<file path="config.mk">
export PLATFORM = sky130hd
export DESIGN_NAME = nubus_cpu_bridge
export DESIGN_NICKNAME = d
export VERILOG_FILES = /design/src/rtl/nubus_bridge_pkg.sv /design/src/rtl/nubus_req_fifo.sv /design/src/rtl/nubus_cpu_bridge.sv
export SDC_FILE = /design/constraint.sdc
export NUM_CORES = 1
export LEC_CHECK = 0
export CELL_PAD_IN_SITES_DETAIL_PLACEMENT = 1
export CELL_PAD_IN_SITES_GLOBAL_PLACEMENT = 1
export CORE_MARGIN = 2
export CORE_UTILIZATION = 50
export CTS_CLUSTER_DIAMETER = 80
export CTS_CLUSTER_SIZE = 30
export DETAILED_ROUTE_END_ITERATION = 7
export DONT_BUFFER_PORTS = 1
export PLACE_DENSITY_LB_ADDON = 0.1
export SLEW_MARGIN = 0
export SYNTH_ARGS = -nofsm -noshare
export SYNTH_HDL_FRONTEND = slang
export SYNTH_HIERARCHICAL = 1
export SYNTH_SLANG_ARGS = --single-unit
export TNS_END_PERCENT = 1
</file>
<file path="constraint.sdc">
create_clock -name nub_clk -period 4.98 [get_ports nub_clk]
set_input_delay 1.245 -clock nub_clk [delete_from_list [all_inputs] [get_ports nub_clk]]
set_output_delay 1.245 -clock nub_clk [all_outputs]
set_load 0.1 [all_outputs]
</file>
<file path="src/rtl/nubus_bridge_pkg.sv">
// Shared types for the NuBus processor-side bridge.
// Contents:
//   bridge_state_t  - request sequencer states (IDLE, ISSUE, WAIT, RESP)
//   ST_*            - NuBus ACK status encodings returned by the core master
//   req_entry_t     - one buffered processor request (addr, wdata, wstrb, lock)
//   is_read()       - a request with all byte strobes clear is a read
package nubus_bridge_pkg;

    typedef enum logic [1:0] {
        IDLE  = 2'd0,
        ISSUE = 2'd1,
        WAIT  = 2'd2,
        RESP  = 2'd3
    } bridge_state_t;

    localparam logic [1:0] ST_OK    = 2'b00;
    localparam logic [1:0] ST_ERR   = 2'b01;
    localparam logic [1:0] ST_TMO   = 2'b10;
    localparam logic [1:0] ST_RETRY = 2'b11;

    typedef struct packed {
        logic [31:0] addr;
        logic [31:0] wdata;
        logic [3:0]  wstrb;
        logic        lock;
    } req_entry_t;

    function automatic logic is_read(input req_entry_t e);
        return (e.wstrb == 4'b0000);
    endfunction

endpackage

</file>
<file path="src/rtl/nubus_req_fifo.sv">
// Request FIFO between the processor port and the NuBus sequencer.
// Ports:
//   clk, reset  - rising-edge clock, synchronous active-high reset
//   push, din   - write one entry (ignored when full)
//   pop         - retire the head entry (ignored when empty)
//   head        - current head entry
//   full, empty - occupancy flags
//   single      - exactly one entry held (the head is the last one)
module nubus_req_fifo
    import nubus_bridge_pkg::*;
#(
    parameter int DEPTH = 4
) (
    input  logic       clk,
    input  logic       reset,
    input  logic       push,
    input  req_entry_t din,
    input  logic       pop,
    output req_entry_t head,
    output logic       full,
    output logic       empty,
    output logic       single
);

    localparam int AW = $clog2(DEPTH);

    req_entry_t     mem [DEPTH];
    logic [AW-1:0]  wr_ptr;
    logic [AW-1:0]  rd_ptr;
    logic [AW:0]    count;
    logic           do_push;
    logic           do_pop;

    assign full    = (count == (AW+1)'(DEPTH));
    assign empty   = (count == '0);
    assign single  = (count == (AW+1)'(1));
    assign do_push = push & ~full;
    assign do_pop  = pop & ~empty;
    assign head    = mem[rd_ptr];

    // DEPTH is a power of two, so the pointers wrap by plain overflow.
    always_ff @(posedge clk) begin
        if (reset) begin
            wr_ptr <= '0;
            rd_ptr <= '0;
            count  <= '0;
        end else begin
            if (do_push) wr_ptr <= wr_ptr + 1'b1;
            if (do_pop)  rd_ptr <= rd_ptr + 1'b1;
            case ({do_push, do_pop})
                2'b10:   count <= count + 1'b1;
                2'b01:   count <= count - 1'b1;
                default: count <= count;
            endcase
        end
    end

    always_ff @(posedge clk) begin
        if (do_push) mem[wr_ptr] <= din;
    end

endmodule

</file>
<file path="src/rtl/nubus_cpu_bridge.sv">
// Upstream stage of the NuBus master port. Buffers processor requests in a
// small FIFO and presents them one at a time to the NuBus core master,
// re-issuing on try-again status. Writes are posted (acknowledged on
// acceptance); reads block until the NuBus transfer completes.
// Optional build macro: NUBUS_TIMEOUT_EN adds a WAIT-state watchdog that
// forces a timeout completion after TIMEOUT_CYCLES cycles without mst_ack.
// Ports:
//   nub_clk, nub_reset           - clock, synchronous active-high reset
//   p_valid/p_addr/p_wdata/p_wstrb/p_lock - processor request (wstrb 0 = read)
//   p_ready/p_rdata/p_err        - completion pulse, read data, read error
//   wr_err, err_clr              - sticky posted-write error and its clear
//   mst_rqst/mst_addr/mst_wdata/mst_wstrb/mst_lock - head request to core master
//   mst_ack/mst_status/mst_rdata - transfer completion from core master
module nubus_cpu_bridge
    import nubus_bridge_pkg::*;
#(
    parameter int FIFO_DEPTH     = 4,
    parameter int MAX_RETRY      = 7,
    parameter int TIMEOUT_CYCLES = 255
) (
    input  logic        nub_clk,
    input  logic        nub_reset,
    input  logic        p_valid,
    input  logic [31:0] p_addr,
    input  logic [31:0] p_wdata,
    input  logic [3:0]  p_wstrb,
    input  logic        p_lock,
    output logic        p_ready,
    output logic [31:0] p_rdata,
    output logic        p_err,
    output logic        wr_err,
    input  logic        err_clr,
    output logic        mst_rqst,
    output logic [31:0] mst_addr,
    output logic [31:0] mst_wdata,
    output logic [3:0]  mst_wstrb,
    output logic        mst_lock,
    input  logic        mst_ack,
    input  logic [1:0]  mst_status,
    input  logic [31:0] mst_rdata
);

    localparam int RW = $clog2(MAX_RETRY + 2);

    bridge_state_t state;
    bridge_state_t state_next;
    req_entry_t    head;
    req_entry_t    new_entry;
    logic          full;
    logic          empty;
    logic          single;
    logic          wr_accept;
    logic          rd_accept;
    logic          push;
    logic          pop;
    logic          read_out;
    logic [RW-1:0] retry;
    logic [1:0]    resp_status;
    logic          wait_done;
    logic [1:0]    done_status;
    logic [31:0]   done_rdata;
    logic          retry_now;

    // Writes need room; reads need an empty FIFO and no read in flight.
    // ~p_ready keeps a request still held during its own completion pulse
    // from being taken twice.
    assign wr_accept = p_valid & (|p_wstrb) & ~full & ~p_ready;
    assign rd_accept = p_valid & ~(|p_wstrb) & empty & ~read_out & ~p_ready;
    assign push      = wr_accept | rd_accept;
    assign pop       = (state == RESP);
    assign new_entry = '{addr: p_addr, wdata: p_wdata, wstrb: p_wstrb, lock: p_lock};

    nubus_req_fifo #(.DEPTH(FIFO_DEPTH)) u_fifo (
        .clk    (nub_clk),
        .reset  (nub_reset),
        .push   (push),
        .din    (new_entry),
        .pop    (pop),
        .head   (head),
        .full   (full),
        .empty  (empty),
        .single (single)
    );

`ifdef NUBUS_TIMEOUT_EN
    localparam int TW = $clog2(TIMEOUT_CYCLES + 1);
    logic [TW-1:0] wait_cnt;
    logic          tmo_hit;

    // Counts WAIT cycles without an ACK; cleared on the way into WAIT.
    always_ff @(posedge nub_clk) begin
        if (nub_reset) begin
            wait_cnt <= '0;
        end else if (state == ISSUE) begin
            wait_cnt <= '0;
        end else if (state == WAIT && !mst_ack && !tmo_hit) begin
            wait_cnt <= wait_cnt + 1'b1;
        end
    end

    // A real ACK in the same cycle as the watchdog firing takes precedence.
    assign tmo_hit     = (wait_cnt == TW'(TIMEOUT_CYCLES));
    assign wait_done   = mst_ack | tmo_hit;
    assign done_status = mst_ack ? mst_status : ST_TMO;
    assign done_rdata  = mst_ack ? mst_rdata : '0;
`else
    logic unused_timeout_cfg;
    assign unused_timeout_cfg = (TIMEOUT_CYCLES != 0);
    assign wait_done   = mst_ack;
    assign done_status = mst_status;
    assign done_rdata  = mst_rdata;
`endif

    // Only a genuine try-again ACK with retries left sends the entry back to ISSUE.
    assign retry_now = mst_ack & (mst_status == ST_RETRY) & (retry < RW'(MAX_RETRY));

    always_ff @(posedge nub_clk) begin
        if (nub_reset) state <= IDLE;
        else           state <= state_next;
    end

    // IDLE and RESP also look at a same-cycle push so a request arriving on
    // an idle bridge reaches ISSUE straight after its acceptance cycle.
    always_comb begin
        state_next = state;
        case (state)
            IDLE:    if (!empty || push) state_next = ISSUE;
            ISSUE:   state_next = WAIT;
            WAIT:    if (wait_done) state_next = retry_now ? ISSUE : RESP;
            RESP:    state_next = (!single || push) ? ISSUE : IDLE;
            default: state_next = IDLE;
        endcase
    end

    // Read completion is registered on the final ACK so p_ready/p_rdata/p_err
    // are visible during the RESP cycle, one cycle after mst_ack.
    always_ff @(posedge nub_clk) begin
        if (nub_reset) begin
            p_ready     <= 1'b0;
            p_rdata     <= '0;
            p_err       <= 1'b0;
            read_out    <= 1'b0;
            retry       <= '0;
            resp_status <= ST_OK;
        end else begin
            p_ready <= wr_accept;
            p_rdata <= '0;
            p_err   <= 1'b0;
            if (rd_accept) read_out <= 1'b1;
            if (state == WAIT && wait_done) begin
                if (retry_now) begin
                    retry <= retry + 1'b1;
                end else begin
                    resp_status <= done_status;
                    if (is_read(head)) begin
                        p_ready <= 1'b1;
                        p_rdata <= done_rdata;
                        p_err   <= (done_status != ST_OK);
                    end
                end
            end
            if (state == RESP) begin
                retry <= '0;
                if (is_read(head)) read_out <= 1'b0;
            end
        end
    end

    // A new write error beats a simultaneous clear.
    always_ff @(posedge nub_clk) begin
        if (nub_reset) begin
            wr_err <= 1'b0;
        end else if (state == RESP && !is_read(head) && resp_status != ST_OK) begin
            wr_err <= 1'b1;
        end else if (err_clr) begin
            wr_err <= 1'b0;
        end
    end

    // Head fields are shown whenever an entry exists, so mst_lock stays up
    // through the idle cycle between try-again re-issues.
    assign mst_rqst  = (state == WAIT);
    assign mst_addr  = empty ? '0 : head.addr;
    assign mst_wdata = empty ? '0 : head.wdata;
    assign mst_wstrb = empty ? '0 : head.wstrb;
    assign mst_lock  = ~empty & head.lock;

endmodule

</file>
# Word-level counts from Yosys, hierarchy flattened
# Memory sizes are Yosys's and may differ from the RTL's. A register that Yosys moved wholly into a read port is not among the register bits.
# Cells that the tools add are included.
op_classes:
  addsub: 5
  n_mul: 0
  n_div: 0
  n_lt_le_gt_ge: 1
  n_eq_ne: 10
  shift: 0
  muxes: 21
  bitwise: 21
  reduce_logical: 21
op_table:
  columns: ["cell", "count"]
  rows:
  - ["$mux W32", 2]
  - ["$and A1 B1 Y1", 12]
  - ["$mux W1", 11]
  - ["$mux W2", 5]
  - ["$eq A2 B2 Y1 const B", 4]
  - ["$not A1 Y1", 8]
  - ["$pmux W2 S4", 1]
  - ["$reduce_bool A2 Y1", 4]
  - ["$reduce_or A4 Y1", 2]
  - ["$pmux W3 S2", 1]
  - ["$reduce_and A2 Y1", 3]
  - ["$add A2 B1 Y2 const B", 2]
  - ["$add A4 B1 Y4 const B", 1]
  - ["$eq A2 B1 Y1 const B", 2]
  - ["$logic_not A4 Y1", 1]
  - ["$lt A4 B3 Y1 const B", 1]
  - ["$mux W4", 1]
  - ["$add A3 B1 Y3 const B", 1]
  - ["$eq A3 B1 Y1 const B", 1]
  - ["$eq A3 B3 Y1 const B", 1]
  - ["$logic_and A1 B1 Y1", 3]
  - ["$logic_not A1 Y1", 3]
  - ["$logic_not A3 Y1", 1]
  - ["$sub A3 B1 Y3 const B", 1]
  - ["other kinds (6)", 7]
word_totals:
  ff_bits: 51
  latch_bits: 0
  ram_bits: 276
  romBits: 0
  output_inout_bits: 105
  elab_cells: 91
  memories: 1
memory_table:
  columns: ["memory", "words", "width", "read_ports", "rd_clocked_by_memory_dff", "wr", "line", "source"]
  rows:
  - ["u_fifo.mem", 4, 69, 1, 1, 1, "nubus_req_fifo.sv:27", "req_entry_t mem [DEPTH];"]

# Depth between registers and ports, before layout
logic_depth:
  word_depth: 10
  ltp_mapped: 12
  mapped_depth_nobuf: 11

# By module
# Netlist, hierarchy kept.
by_module_without_submodules:
  columns: ["mod", "n_inst", "cells_each", "area_each_um2", "seq_area_each_um2"]
  rows:
  - ["nubus_req_fifo", 1, 416, 10476.3, 8468.1]
  - ["nubus_cpu_bridge", 1, 215, 1956.9, 880.8]

# Worst setup path before layout
# Ideal clock, no wire load.
synth_timing:
  path_kind: "input to register"
  startpoint: "in p_wstrb[1]"
  endpoint: "mem u_fifo/mem[1][0] (netlist name) (enable)"
  setup_time_ns: 0.435
  arrival_time_ns: 3.952
  required_ns: 4.545
  setup_slack_ns: 0.594
  cell_stages: 4
  path_buffers: 0
  cell_sequence: "nor4_1 mux2_2 a21boi_1 and2_1"
synth_between:
  elab_chain_len: 10
  word_cells_on_any_way: 13
  classes_between: "mux: 2; bitwise: 10; reduce/logical: 1"
synth_lines:
  columns: ["item", "line", "source"]
  rows:
  - ["start, declared", "nubus_cpu_bridge.sv:26", "input logic [3:0] p_wstrb,"]
  - ["$reduce_or A4 Y1 *", "nubus_cpu_bridge.sv:67, nubus_cpu_bridge.sv:68", null]
  - ["$not A1 Y1", "nubus_cpu_bridge.sv:68", "assign rd_accept = p_valid & ~(|p_wstrb) & empty & ~read_out & ~p_ready;"]
  - ["$and A1 B1 Y1 (4 in a row)", "nubus_cpu_bridge.sv:68", null]
  - ["$or A1 B1 Y1 *", "nubus_cpu_bridge.sv:69", "assign push = wr_accept | rd_accept;"]
  - ["via push", "nubus_cpu_bridge.sv:54", "logic push;"]
  - ["$and A1 B1 Y1 *", "nubus_req_fifo.sv:37", "assign do_push = push & ~full;"]
  - ["$mux W1 *", "nubus_req_fifo.sv:59", "if (do_push) mem[wr_ptr] <= din;"]
  - ["$mux W1 (not written as such) *", "nubus_req_fifo.sv:59", null]
  - ["end, declared", "nubus_req_fifo.sv:27", null]
# Mark *: on every way through the listed nets, which the timed path passes. The rest lies on a longest branch.

==> impl_metrics.json <==
{
  "critPathTopFamily": "flip-flops",
  "tritoncts.num_buffers": 16,
  "clock-sinks": 329,
  "synth.ff_latch_count": 329,
  "crit_path_start_kind": "flip-flop",
  "netlist.area_leader.share_pct": 66.66,
  "power_per_cell_area_nw_per_um2": 452.4,
  "grt_remaining_overflow": 0,
  "maxClockFrequency_mhz": 259.9,
  "post_synth_instance_area_um2": 12430,
  "number_of_ports_placed_on_the_die_boundary": 213,
  "worst-endpoint-arrival_ns": 2.60,
  "cts.hold.buffers_added": 0,
  "clock_skew_ns": 0.02242,
  "layout_worst_path_cycle_share_pct": 77.27,
  "place_hpwl_mm": 15.41,
  "fin_tns_setup_ns": 0,
  "floorplan.initialDensity_pct": 50.97,
  "syn_nets": 749,
  "synthFlopType": "sky130_fd_sc_hd__edfxtp_1",
  "layout-drive-gt1-share_pct": 36.16,
  "r2r-start": "u_fifo/count[0]",
  "worst_hold_path_type": "reg2reg",
  "maximum_number_of_pins_on_one_net_before_global_route_repair": 76,
  "drt_wl_total_mm": 23.98,
  "drt_iter0_drc": 377,
  "slowest_delay_ns": 0.89,
  "setup_viol": 0,
  "cts-resized-gates": 0,
  "synth.most_common_cell": "sky130_fd_sc_hd__edfxtp_1",
  "via_per_inst": 5.560,
  "hold-worst-slack_ns": 0.4951,
  "synth_seq_area_share_pct": 75.19,
  "cellLeakagePower_nw": 4.583,
  "remaining_drcs": 0,
  "timing.final.crit_period_ns": 3.848,
  "rows": 57,
  "initial_drt_pass_iterations": 4,
  "synth-warning-count": 6,
  "synthTopCellsByArea": "sky130_fd_sc_hd__edfxtp_1 (67%), sky130_fd_sc_hd__mux4_2 (12%), sky130_fd_sc_hd__dfxtp_1 (8.5%), sky130_fd_sc_hd__nor2b_1 (3.8%), sky130_fd_sc_hd__and2_1 (1.8%)",
  "htreeDepth": 1,
  "antenna_found_initial": 0,
  "slew_headroom_pct": 18.79,
  "insertedDiodeCount": 0,
  "finalWeightedCongestion": 0.7218,
  "syn_area_per_cell_um2": 19.70,
  "final_net_count": 816,
  "crit_path_max_fanout": 54,
  "min-delay-start": "resp_status[0]",
  "vias": 5738,
  "layout_setup_ws_ns": 1.132,
  "transition_time_of_the_tightest_slew_check_pin_ns": 1.213,
  "peak_supply_drop_v": 0.0003276,
  "clk_latency_ns": 0.51,
  "drtAntennaViolNets": 0,
  "outcome": "finished clean",
  "post_cts_clock_slew_at_the_launch_and_capture_registers_of_the_worst_setup_and_hold_paths_ns": 0.11,
  "cap_violations": 0,
  "core_area_um2": 24390,
  "placement.io_buffers": 0,
  "number_of_flops_mapped_to_enable_cells_by_yosys": 276,
  "grt_usage_pct": 18.70,
  "number_of_global_route_vias_before_repair": 6432,
  "critical_path_class": "reg2out",
  "critPathMostFrequentCell": "sky130_fd_sc_hd__buf_4",
  "cp_data_required_time_ns": 3.73,
  "yosys.cell_types.count": 46,
  "yosys.area.top_type": "sky130_fd_sc_hd__edfxtp_1",
  "cts-root-to-sink-buffers": 3,
  "post-cts-setup-buffers": 0,
  "worstPathCellList": "buf_4, mux4_2, nor2b_2, buf_4",
  "routed_wire_length_per_instance_um": 23.23,
  "critical-path-slowest-cell": "sky130_fd_sc_hd__dfxtp_4",
  "cts_root_buf": "sky130_fd_sc_hd__clkbuf_16",
  "die_width_um": 161.7,
  "wire_length_of_the_first_global_routing_pass_mm": 37.27,
  "hold_violations": 0,
  "netlist_instances": 631,
  "grt_setup_unrepaired": "false",
  "type_of_element_capturing_the_critical_path": "output pin",
  "syn_to_final_growth_pct": 12.97,
  "tritoncts": "done",
  "preCtsSetupSlack_ns": 1.004,
  "most_numerous_cell_types_in_the_synthesized_netlist": "sky130_fd_sc_hd__edfxtp_1 (276), sky130_fd_sc_hd__nor2b_1 (75), sky130_fd_sc_hd__mux4_2 (69)",
  "timing.critical_path.buf_inv": 2,
  "max_transition_viols_final": 0,
  "die_h_um": 161.7,
  "die_area_um2": 26140,
  "totalPowerFinal_mw": 6.355,
  "fillerInstances": 2136,
  "synth-async-reset-ratio_pct": 0
}
cell usage in the layout (no fill, tap or decap), types with 3 or more instances in the layout:
cell / instances
sky130_fd_sc_hd__clkbuf_1: 5
sky130_fd_sc_hd__nand2b_1: 5
sky130_fd_sc_hd__mux4_2: 69
sky130_fd_sc_hd__buf_4: 73
sky130_fd_sc_hd__ha_1: 10
sky130_fd_sc_hd__and2_1: 31
sky130_fd_sc_hd__a21oi_1: 6
sky130_fd_sc_hd__and2_4: 4
sky130_fd_sc_hd__and2_2: 3
sky130_fd_sc_hd__nor2_1: 8
sky130_fd_sc_hd__dfxtp_1: 51
sky130_fd_sc_hd__clkbuf_16: 17
sky130_fd_sc_hd__nor2b_2: 70
sky130_fd_sc_hd__mux2i_1: 4
sky130_fd_sc_hd__a31oi_1: 3
sky130_fd_sc_hd__inv_1: 10
sky130_fd_sc_hd__nor2b_1: 4
sky130_fd_sc_hd__edfxtp_1: 276
sky130_fd_sc_hd__buf_12: 6
sky130_fd_sc_hd__o21ai_0: 5
sky130_fd_sc_hd__nand2_1: 7
final timing paths:
| path | slack [ns] | to | cells past startpoint |
|---|---|---|---|
| max | 1.13 | mst_addr[18] | 4 |
| min | 0.50 | resp_status[0] | 2 |
| max reg2reg | 1.80 | u_fifo/mem[2][40] | 8 |
| min reg2reg | 0.50 | resp_status[0] | 2 |
cell families (layout without fill, tap and decap cells):
group | count (synthesis) | count (layout) | share of synthesized area, %
buffers and inverters | 41 | 118 | 1.791
AO/OA/AOI/OAI | 25 | 25 | 1.480
multiplexers | 75 | 75 | 13.00
AND/OR/NAND/NOR | 148 | 148 | 7.316
adder cells (fa/ha/maj) | 10 | 10 | 1.006
flip-flops | 329 | 329 | 75.19
XOR/XNOR | 3 | 3 | 0.2114
registers in the layout, summed over array words and instances (netlist names), named ones only:
register,cells
resp_status,2
u_fifo/wr_ptr,2
u_fifo/count,3
retry,4
u_fifo/rd_ptr,2
p_rdata,32
state,2
read_out,1
wr_err,1
p_err,1
u_fifo/mem,276
p_ready,1
metal layers:
layer / track usage, % / routed length, µm
met5: 0 / 0
met4: 4.224 / 467
met3: 6.767 / 2250
met2: 33.31 / 12190
met1: 21.83 / 9072
cell type report:
cell class | count | area (µm²) | area share [%]
Timing Repair Buffer | 80 | 679.4 | 4.837
Multi-Input combinational cell | 261 | 3054 | 21.74
Clock buffer | 22 | 444.2 | 3.162
Clock inverter | 6 | 68.82 | 0.4899
Tap cell | 324 | 405.4 | 2.886
Inverter | 10 | 37.54 | 0.2672
Sequential cell | 329 | 9356 | 66.61
through the flow:
stage / area, µm² / utilization [%] / instances
5_1_grt: 14050 / 57.59 / 1032
3_3_place_gp: 13520 / 55.44 / 1003
4_1_cts: 14030 / 57.54 / 1031
3_5_place_dp: 13520 / 55.44 / 1003
6_report: 14050 / 57.59 / 1032
2_1_floorplan: 12430 / - / 631
tightest hold or removal path, delay by kind of cell (launching register included):
kind | cells | cell delay (ns)
DFF | 1 | 0.33
muxes | 1 | 0.06
and+or+nand+nor | 1 | 0.06
where the power goes:
| part | total (mW) | switching, mW | internal [mW] |
|---|---|---|---|
| Combinational | 1.64 | 1.26 | 0.382 |
| Clock | 1.51 | 0.846 | 0.666 |
| Sequential | 3.20 | 0.0608 | 3.14 |
No activity file was read; power rests on OpenSTA's default activity.
